### config.mk
export PLATFORM = sky130hd
export DESIGN_NAME = writeback_stage_flat
export DESIGN_NICKNAME = d
export VERILOG_FILES = /design/src/rtl/writeback_stage_pkg.sv /design/src/rtl/writeback_stage_if.sv /design/src/rtl/writeback_stage_wb_decode.sv /design/src/rtl/writeback_stage.sv /design/src/flat_wrapper.sv
export SDC_FILE = /design/constraint.sdc
export NUM_CORES = 1
export LEC_CHECK = 0
export CORE_MARGIN = 2
export CORE_UTILIZATION = 40
export CTS_BUF_LIST = sky130_fd_sc_hd__clkbuf_16
export DETAILED_ROUTE_END_ITERATION = 10
export PLACE_DENSITY_LB_ADDON = 0.3
export SLEW_MARGIN = 20
export SYNTH_ARGS = -nofsm -noshare
export SYNTH_HDL_FRONTEND = slang
export SYNTH_HIERARCHICAL = 1
export SYNTH_SLANG_ARGS = --single-unit
### constraint.sdc
create_clock -name clk -period 3.4 [get_ports clk]
set_input_delay 1.02 -clock clk [delete_from_list [all_inputs] [get_ports clk]]
set_output_delay 1.02 -clock clk [all_outputs]
set_load 0.1 [all_outputs]
### src/rtl/writeback_stage_pkg.sv
// Shared CPU definitions: opcode map, writeback FSM states, PSW bit positions.
package writeback_stage_pkg;

    typedef logic [4:0] opcode_t;

    localparam opcode_t OP_MOV       = 5'b00000;
    localparam opcode_t OP_ADD       = 5'b00001;
    localparam opcode_t OP_MUL       = 5'b00011;
    localparam opcode_t OP_DIV       = 5'b00100;
    localparam opcode_t OP_PSW_LAST  = 5'b01010;
    localparam opcode_t OP_REG_LAST  = 5'b01011;
    localparam opcode_t OP_STORE     = 5'b01100;
    localparam opcode_t OP_JMP       = 5'b01101;
    localparam opcode_t OP_BR        = 5'b01110;
    localparam opcode_t OP_EXT_FIRST = 5'b10000;
    localparam opcode_t OP_EXT_LAST  = 5'b10101;
    localparam opcode_t OP_JC        = 5'b10110;
    localparam opcode_t OP_JZ        = 5'b10111;
    localparam opcode_t OP_CALL      = 5'b11000;
    localparam opcode_t OP_CMP       = 5'b11001;
    localparam opcode_t OP_HALT      = 5'b11111;

    typedef enum logic [1:0] {
        ST_IDLE       = 2'd0,
        ST_STORE_WAIT = 2'd1,
        ST_HALTED     = 2'd2
    } wb_state_e;

    localparam int unsigned PSW_ZERO   = 0;
    localparam int unsigned PSW_CARRY  = 1;
    localparam int unsigned PSW_AC     = 2;
    localparam int unsigned PSW_PARITY = 3;

    typedef struct packed {
        logic writes_reg;
        logic is_store;
        logic updates_psw;
        logic is_halt;
        logic wide_result;
    } wb_ctrl_t;

endpackage

### src/rtl/writeback_stage_if.sv
// Execute-to-writeback bus plus the register-file / data-memory write ports.
interface writeback_stage_if #(
    parameter int unsigned REG_AW = 3,
    parameter int unsigned MEM_AW = 4
);
    logic              valid_in;
    logic              ready_out;
    logic [4:0]        opcode;
    logic [REG_AW-1:0] rd;
    logic [MEM_AW-1:0] mem_addr;
    logic [15:0]       result;
    logic              zero_flag;
    logic              carry_flag;
    logic              ac_flag;
    logic              parity_flag;
    logic              mem_ack;
    logic              reg_we;
    logic [REG_AW-1:0] reg_waddr;
    logic [15:0]       reg_wdata;
    logic              mem_we;
    logic [MEM_AW-1:0] mem_waddr;
    logic [7:0]        mem_wdata;
    logic [3:0]        psw;
    logic              halted;
    logic [7:0]        retired;

    modport master (
        output valid_in, opcode, rd, mem_addr, result,
               zero_flag, carry_flag, ac_flag, parity_flag, mem_ack,
        input  ready_out, reg_we, reg_waddr, reg_wdata,
               mem_we, mem_waddr, mem_wdata, psw, halted, retired
    );

    modport slave (
        input  valid_in, opcode, rd, mem_addr, result,
               zero_flag, carry_flag, ac_flag, parity_flag, mem_ack,
        output ready_out, reg_we, reg_waddr, reg_wdata,
               mem_we, mem_waddr, mem_wdata, psw, halted, retired
    );
endinterface

### src/rtl/writeback_stage_wb_decode.sv
// Combinational opcode classifier for the writeback stage.
module wb_decode
    import writeback_stage_pkg::*;
(
    input  logic [4:0] i_opcode,
    output wb_ctrl_t   o_ctrl
);

    // Map each opcode onto the writeback actions it triggers.
    always_comb begin
        o_ctrl             = '0;
        o_ctrl.writes_reg  = (i_opcode <= OP_REG_LAST) ||
                             ((i_opcode >= OP_EXT_FIRST) && (i_opcode <= OP_EXT_LAST));
        o_ctrl.is_store    = (i_opcode == OP_STORE);
        o_ctrl.updates_psw = ((i_opcode >= OP_ADD) && (i_opcode <= OP_PSW_LAST)) ||
                             ((i_opcode >= OP_EXT_FIRST) && (i_opcode <= OP_EXT_LAST)) ||
                             (i_opcode == OP_CMP);
        o_ctrl.is_halt     = (i_opcode == OP_HALT);
        o_ctrl.wide_result = (i_opcode == OP_MUL) || (i_opcode == OP_DIV);
    end

endmodule

### src/rtl/writeback_stage.sv
// Writeback stage: retires instructions into the register file, data memory and PSW.
module writeback_stage
    import writeback_stage_pkg::*;
#(
    parameter int unsigned REG_AW = 3,
    parameter int unsigned MEM_AW = 4
) (
    input logic              clk,
    input logic              reset,
    writeback_stage_if.slave wb
);

    wb_state_e         r_state;
    wb_state_e         w_next_state;
    wb_ctrl_t          w_ctrl;
    logic              w_ready;
    logic              w_accept;
    logic              w_store_done;

    logic              r_reg_we;
    logic [REG_AW-1:0] r_reg_waddr;
    logic [15:0]       r_reg_wdata;
    logic              r_mem_we;
    logic [MEM_AW-1:0] r_mem_waddr;
    logic [7:0]        r_mem_wdata;
    logic [3:0]        r_psw;
    logic [7:0]        r_retired;

    wb_decode u_decode (
        .i_opcode (wb.opcode),
        .o_ctrl   (w_ctrl)
    );

    // FSM state register.
    always_ff @(posedge clk) begin
        if (reset) begin
            r_state <= ST_IDLE;
        end else begin
            r_state <= w_next_state;
        end
    end

    // Next state, handshake and store-completion decode.
    always_comb begin
        w_next_state = r_state;
        w_ready      = 1'b0;
        w_accept     = 1'b0;
        w_store_done = 1'b0;
        case (r_state)
            ST_IDLE: begin
                w_ready  = 1'b1;
                w_accept = wb.valid_in;
                if (wb.valid_in) begin
                    if (w_ctrl.is_halt) begin
                        w_next_state = ST_HALTED;
                    end else if (w_ctrl.is_store) begin
                        w_next_state = ST_STORE_WAIT;
                    end
                end
            end
            ST_STORE_WAIT: begin
                w_store_done = wb.mem_ack;
                if (wb.mem_ack) begin
                    w_next_state = ST_IDLE;
                end
            end
            ST_HALTED: begin
                w_next_state = ST_HALTED;
            end
            default: begin
                w_next_state = ST_IDLE;
            end
        endcase
    end

    // Write strobes, write payloads, PSW and retirement counter.
    always_ff @(posedge clk) begin
        if (reset) begin
            r_reg_we    <= 1'b0;
            r_reg_waddr <= '0;
            r_reg_wdata <= '0;
            r_mem_we    <= 1'b0;
            r_mem_waddr <= '0;
            r_mem_wdata <= '0;
            r_psw       <= '0;
            r_retired   <= '0;
        end else begin
            r_reg_we <= 1'b0;
            if (w_accept && w_ctrl.writes_reg) begin
                r_reg_we    <= 1'b1;
                r_reg_waddr <= wb.rd;
                r_reg_wdata <= w_ctrl.wide_result ? wb.result : {8'h00, wb.result[7:0]};
            end
            if (w_accept && w_ctrl.is_store) begin
                r_mem_we    <= 1'b1;
                r_mem_waddr <= wb.mem_addr;
                r_mem_wdata <= wb.result[7:0];
            end else if (w_store_done) begin
                r_mem_we <= 1'b0;
            end
            if (w_accept && w_ctrl.updates_psw) begin
                r_psw[PSW_ZERO]   <= wb.zero_flag;
                r_psw[PSW_CARRY]  <= wb.carry_flag;
                r_psw[PSW_AC]     <= wb.ac_flag;
                r_psw[PSW_PARITY] <= wb.parity_flag;
            end
            if ((w_accept && !w_ctrl.is_store) || w_store_done) begin
                r_retired <= r_retired + 8'd1;
            end
        end
    end

    assign wb.ready_out = w_ready;
    assign wb.reg_we    = r_reg_we;
    assign wb.reg_waddr = r_reg_waddr;
    assign wb.reg_wdata = r_reg_wdata;
    assign wb.mem_we    = r_mem_we;
    assign wb.mem_waddr = r_mem_waddr;
    assign wb.mem_wdata = r_mem_wdata;
    assign wb.psw       = r_psw;
    assign wb.halted    = (r_state == ST_HALTED);
    assign wb.retired   = r_retired;

endmodule

### src/flat_wrapper.sv
// flat-port wrapper written by rule: the top's interface ports become plain ports
module writeback_stage_flat import writeback_stage_pkg::*;
#(
    parameter int unsigned REG_AW = 3,
    parameter int unsigned MEM_AW = 4
)
  (clk, reset, wb_valid_in, wb_opcode, wb_rd, wb_mem_addr, wb_result, wb_zero_flag, wb_carry_flag, wb_ac_flag, wb_parity_flag, wb_mem_ack, wb_ready_out, wb_reg_we, wb_reg_waddr, wb_reg_wdata, wb_mem_we, wb_mem_waddr, wb_mem_wdata, wb_psw, wb_halted, wb_retired);
  writeback_stage_if #(.REG_AW(REG_AW), .MEM_AW(MEM_AW)) wb_i ();
  input logic clk;
  input logic reset;
  input wire logic [$bits(wb_i.valid_in)-1:0] wb_valid_in;
  input wire logic [$bits(wb_i.opcode)-1:0] wb_opcode;
  input wire logic [$bits(wb_i.rd)-1:0] wb_rd;
  input wire logic [$bits(wb_i.mem_addr)-1:0] wb_mem_addr;
  input wire logic [$bits(wb_i.result)-1:0] wb_result;
  input wire logic [$bits(wb_i.zero_flag)-1:0] wb_zero_flag;
  input wire logic [$bits(wb_i.carry_flag)-1:0] wb_carry_flag;
  input wire logic [$bits(wb_i.ac_flag)-1:0] wb_ac_flag;
  input wire logic [$bits(wb_i.parity_flag)-1:0] wb_parity_flag;
  input wire logic [$bits(wb_i.mem_ack)-1:0] wb_mem_ack;
  output wire logic [$bits(wb_i.ready_out)-1:0] wb_ready_out;
  output wire logic [$bits(wb_i.reg_we)-1:0] wb_reg_we;
  output wire logic [$bits(wb_i.reg_waddr)-1:0] wb_reg_waddr;
  output wire logic [$bits(wb_i.reg_wdata)-1:0] wb_reg_wdata;
  output wire logic [$bits(wb_i.mem_we)-1:0] wb_mem_we;
  output wire logic [$bits(wb_i.mem_waddr)-1:0] wb_mem_waddr;
  output wire logic [$bits(wb_i.mem_wdata)-1:0] wb_mem_wdata;
  output wire logic [$bits(wb_i.psw)-1:0] wb_psw;
  output wire logic [$bits(wb_i.halted)-1:0] wb_halted;
  output wire logic [$bits(wb_i.retired)-1:0] wb_retired;
  assign wb_i.valid_in = wb_valid_in;
  assign wb_i.opcode = wb_opcode;
  assign wb_i.rd = wb_rd;
  assign wb_i.mem_addr = wb_mem_addr;
  assign wb_i.result = wb_result;
  assign wb_i.zero_flag = wb_zero_flag;
  assign wb_i.carry_flag = wb_carry_flag;
  assign wb_i.ac_flag = wb_ac_flag;
  assign wb_i.parity_flag = wb_parity_flag;
  assign wb_i.mem_ack = wb_mem_ack;
  assign wb_ready_out = wb_i.ready_out;
  assign wb_reg_we = wb_i.reg_we;
  assign wb_reg_waddr = wb_i.reg_waddr;
  assign wb_reg_wdata = wb_i.reg_wdata;
  assign wb_mem_we = wb_i.mem_we;
  assign wb_mem_waddr = wb_i.mem_waddr;
  assign wb_mem_wdata = wb_i.mem_wdata;
  assign wb_psw = wb_i.psw;
  assign wb_halted = wb_i.halted;
  assign wb_retired = wb_i.retired;
  writeback_stage #(.REG_AW(REG_AW), .MEM_AW(MEM_AW)) u_core (.clk(clk), .reset(reset), .wb(wb_i));
endmodule
# Yosys cells after proc, flatten, opt, wreduce, memory -nomap -nowiden
# Cells that the tools add are included.
[totals] n_memories=0 latchBits=0 regBits=47 romBits=0 mem_bits_rw=0 in_bits=36
[op_classes] n_bitwise=0 magnitude_cmp=5 n_shift=0 reduce_logical=15 div_mod_pow=0 n_mux=12 eq_ne=10 mul=0 add_sub_neg=1
[ops] cell="$mux 16" n=1
[ops] cell="$eq 5x5->1 const B" n=2
[ops] cell="$le 5x4->1 const B" n=2
[ops] cell="$add 8x1->8 const B" n=1
[ops] cell="$mux 2" n=4
[ops] cell="$logic_and 1x1->1" n=6
[ops] cell="$mux 1" n=6
[ops] cell="$pmux 2 s3" n=1
[ops] cell="$eq 5x2->1 const B" n=1
[ops] cell="$eq 5x3->1 const B" n=1
[ops] cell="$eq 5x4->1 const B" n=1
[ops] cell="$ge 5x1->1 const B" n=1
[ops] cell="$ge 5x5->1 const B" n=1
[ops] cell="$le 5x5->1 const B" n=1
[ops] cell="$logic_or 1x1->1" n=5
[ops] cell="$ne 2x2->1 const B" n=2
[ops] cell="$ne 3x2->1 const B" n=1
[ops] cell="$reduce_and 3->1" n=1
[ops] cell="$eq 2x1->1 const B" n=1
[ops] cell="$eq 2x2->1 const B" n=1
[ops] cell="$logic_not 2->1" n=1
[ops] cell="$reduce_bool 2->1" n=1
[ops] cell="$logic_not 1->1" n=1

# Depth between registers and ports, before layout
[depth] word_depth=5 mapped_depth=8

# By module
# The synthesis kept the hierarchy.
[modules_own_cells] module="writeback_stage" cells_each=212 n_inst=1 area_per_inst_um2=1770.4
[modules_own_cells] module="wb_decode" cells_each=16 n_inst=1 area_per_inst_um2=103.8

# Worst setup path before layout
# Ideal clock, no wire load.
[synth_path] path_kind="flip-flop to output port" from="reg u_core.r_state[1]" to="out wb_ready_out" path_stages_with_launch=2 slack_ns=0.635 arrival_ns=1.745 path_buffers=0 cell_sequence="dfxtp_1 nor2_1"
[synth_via] elab_chain_len=2
[synth_rtl] element="from (decl)" line="writeback_stage.sv:13" text="wb_state_e r_state;"
[synth_rtl] element="from (signal assigned)" line="writeback_stage.sv:39" text="r_state <= w_next_state;"
[synth_rtl] element="$logic_not 2->1" line="writeback_stage.sv:49" text="case (r_state)"
[synth_rtl] element="$mux 1" line="writeback_stage.sv:49"
[synth_rtl] element="to (decl)" line="flat_wrapper.sv:21" text="output wire logic [$bits(wb_i.ready_out)-1:0] wb_ready_out;"
# No other way between the ends.

==> results.py <==
metrics = {
    "placed_design": {
        "place_ws_ps": 390,
        "dpl.cell_count": 354,
        "dp_hpwl_microns": 3320,
        "placed_area_sq_um": 2630,
        "io_buffer_count": 82,
        "gp_congestion": 0.907,
    },
    "clock_network": {
        "htreeDepth": 2,
        "cts_inserted_buffers": 5,
        "clock_latency_ps": 280,
        "clock_path_buffers": 2,
        "cts_hold_buf": 0,
        "cts_resized": 0,
        "post_cts_buffers": 0,
        "root_buffer": "clkbuf_16",
        "numClockSinks": 47,
        "clkTransAtPathRegs_ps": 60,
        "cts_tree": "done",
    },
    "power_and_ir_drop": {
        "power_mw": 1.36,
        "vdd_ir_drop_max_uv": 273,
        "leakagePower_nw": 1.15,
        "cellPowerDensity_nw_per_um2": 486,
    },
    "timing": {
        "clock_skew_ps": 5.04,
        "clock.fmax_mhz": 367,
        "setup-tns-final_ps": 0,
        "slew_headroom_pct": 59.9,
        "finalSetupViolCount": 0,
        "finalCriticalPeriod_ps": 2720,
        "finalWorstSetupSlack_ps": 677,
        "hold_viol_final": 0,
        "drv_slew": 0,
        "period_share_pct": 80.1,
        "hold_ws_ps": 449,
        "worstMarginPinSlew_ps": 599,
        "rsz0062_at_grt": "false",
    },
    "synth": {
        "synth_top_family_by_area": "simple AND/OR/NAND/NOR gates",
        "synthMuxAreaShare_pct": 2.74,
        "syn_nets": 265,
        "ys_warn_count": 6,
        "synth-compound-area-share_pct": 14.9,
        "syn_inst": 228,
        "synth.avg_cell_area_sq_um": 8.22,
        "ys_seq_area_share_pct": 50.2,
        "synth.distinct_cells": 34,
        "synthSimpleGateAreaFrac_pct": 25.4,
        "synthXorXnorAreaFrac_pct": 2.34,
        "synth_seq_cells": 47,
        "synth-adder-area-share_pct": 0.668,
        "synth_area_sq_um": 1870,
    },
    "floorplanning": {
        "num_io_pins": 83,
        "row_count": 24,
        "die_x_microns": 72.5,
        "initial_utilization_pct": 42.2,
        "die_h_microns": 72.5,
        "die_area_sq_um": 5250,
        "core_sq_um": 4440,
    },
    "finish": {
        "n_antenna_cell": 0,
        "utilization_pct": 62.9,
        "fill_cells": 405,
        "nNetsFinal": 346,
        "syn2layout_area_growth_pct": 49.1,
        "design_area_sq_um": 2800,
        "layout-drive-gt1-share_pct": 21.3,
        "final_cells": 362,
    },
    "detailed_routing": {
        "route.met2.wl_microns": 2190,
        "antenna_left": 0,
        "vias_per_cell": 5.07,
        "wl_met3_microns": 305,
        "via_count": 1837,
        "routedWlPerCell_microns": 12.9,
        "first_pass_iters": 4,
        "drc": 0,
        "wl_met1_microns": 2100,
        "drt_wl_total_microns": 4670,
        "drt_iter0_markers": 102,
        "top_layer": "met4",
    },
    "global_routing": {
        "grt_start_max_net_pins": 21,
        "grt_pass1_vias": 1684,
        "antenna_found_initial": 0,
        "track_usage_pct": 18.1,
        "grt_first_pass_wirelength_microns": 7510,
        "overflow": 0,
    },
    "setup_path": {
        "critPathArrivalTime_ps": 2940,
        "path_class": "input pin to flop",
        "cp_top_family": "simple AND/OR/NAND/NOR gates",
        "path_cells": "clkdlybuf4s50_1, nand2_1, nor4_1, buf_4, nor4b_4, o211ai_2, or4_1, a21oi_1",
        "cp.required_ps": 3620,
        "max_stage_delay_ps": 510,
        "startpoint_type": "input pin",
        "crit_buf_inv": 2,
        "crit_path_end_kind": "flop",
        "cp_slowest_cell": "clkdlybuf4s50_1",
        "cp_max_fo": 7,
    },
    "min_path": {
        "hold_class": "flop to flop",
    },
    "run": {
        "cap_violations": 0,
    },
    "status": {
        "status": "complete, no violations",
    },
}
## synth_stat cells
cell | instances | area [sq um]
and3_1 | 4 | 25.0
and2b_1 | 1 | 7.51
nor4b_4 | 1 | 23.8
nand2b_1 | 1 | 6.26
nor3_1 | 3 | 15.0
and3b_1 | 1 | 8.76
or4_1 | 1 | 7.51
xor2_1 | 4 | 35.0
o2111ai_1 | 2 | 17.5
clkbuf_1 | 11 | 41.3
o21a_1 | 1 | 7.51
dfxtp_1 | 47 | 941
nor2_1 | 17 | 63.8
a32oi_1 | 1 | 8.76
mux2_2 | 1 | 11.3
o211a_1 | 1 | 10.0
a21oi_1 | 37 | 185
nand2_1 | 58 | 218
and3b_2 | 1 | 10.0
o21ai_0 | 3 | 15.0
a22o_1 | 1 | 8.76
nor4_1 | 1 | 6.26
o31ai_1 | 1 | 7.51
xnor2_1 | 1 | 8.76
buf_2 | 3 | 15.0
o211ai_2 | 1 | 12.5
nand3_1 | 13 | 65.1
inv_1 | 2 | 7.51
ha_1 | 1 | 12.5
nor4_2 | 1 | 12.5
a31oi_1 | 1 | 6.26
buf_4 | 1 | 7.51
mux2i_1 | 4 | 40.0
nor2b_1 | 1 | 6.26
## logic make-up after synthesis
group | Yosys count
and+or+nand+nor | 104
AOI/OAI and AO/OA | 49
DFF | 47
buffers and inverters | 17
xor gates and xnor gates | 5
muxes | 5
adders and majority gates | 1
## state kept, by name, indices dropped and copies added, names as in the netlist, 2 cells and up
name	count
u_core/wb.reg_wdata	16
u_core/wb.mem_wdata	8
u_core/wb.retired	8
u_core/wb.mem_waddr	4
u_core/wb.psw	4
u_core/wb.reg_waddr	3
u_core/r_state	2
## layer usage
metal / vias up / track usage, %
li1: 930 / -
met1: 834 / 23.3
met2: 67 / 29.3
met3: 6 / 4.17
met4: 0 / 7.61
met5: - / 0
## final timing paths
check | startpoint | to | slack (ps) | cells past startpoint
min | u_core/wb.reg_wdata[13] | u_core/wb.reg_wdata[13] | 450 | 2
min reg2reg | u_core/wb.reg_wdata[13] | u_core/wb.reg_wdata[13] | 450 | 2
max | wb_opcode[2] | u_core/wb.retired[7] | 680 | 8
max reg2reg | u_core/r_state[0] | u_core/wb.retired[7] | 1690 | 4
## where the power goes
group | leakage (nW) | switching, mW | total (mW) | internal, mW
Sequential | 0.381 | 0.0102 | 0.576 | 0.566
Clock | 0.0812 | 0.193 | 0.536 | 0.343
Combinational | 0.685 | 0.169 | 0.248 | 0.0788
## final cells by class
| class | instances | area (sq um) | area share [%] |
|---|---|---|---|
| Tap cell | 52 | 65.1 | 2.33 |
| Inverter | 2 | 7.51 | 0.269 |
| Sequential cell | 47 | 941 | 33.7 |
| Clock inverter | 3 | 38.8 | 1.39 |
| Timing Repair Buffer | 89 | 756 | 27.0 |
| Multi-Input combinational cell | 164 | 862 | 30.8 |
| Clock buffer | 5 | 125 | 4.48 |
## cell usage in the layout (no fill, tap or decap)
cell type and n:
clkinv_2 1, mux2_2 1, a21oi_1 37, or4_1 1
buf_4 54, inv_1 2, o31ai_1 1, o211a_1 1
xor2_1 4, o21ai_0 3, nor3_1 3, clkinv_1 1
and3b_1 1, ha_1 1, bufinv_16 1, a32oi_1 1
o211ai_2 1, o2111ai_1 2, clkbuf_16 5, nor2_1 17
and3b_2 1, a31oi_1 1, nand2b_1 1, nand3_1 13
a22o_1 1, nor4b_4 1, dfxtp_1 47, and3_1 4
nor4_1 1, mux2i_1 4, nor2b_1 1, o21a_1 1
clkdlybuf4s50_1 35, xnor2_1 1, nand2_1 58, and2b_1 1
nor4_2 1
## tightest hold or removal path: cells and delay by family (launching register included)
kind	cells	cell delay, ps
flip-flops	1	310
AND/OR/NAND/NOR	1	50
AO/OA/AOI/OAI	1	50
Note: power is estimated with default switching activity, not from simulation.
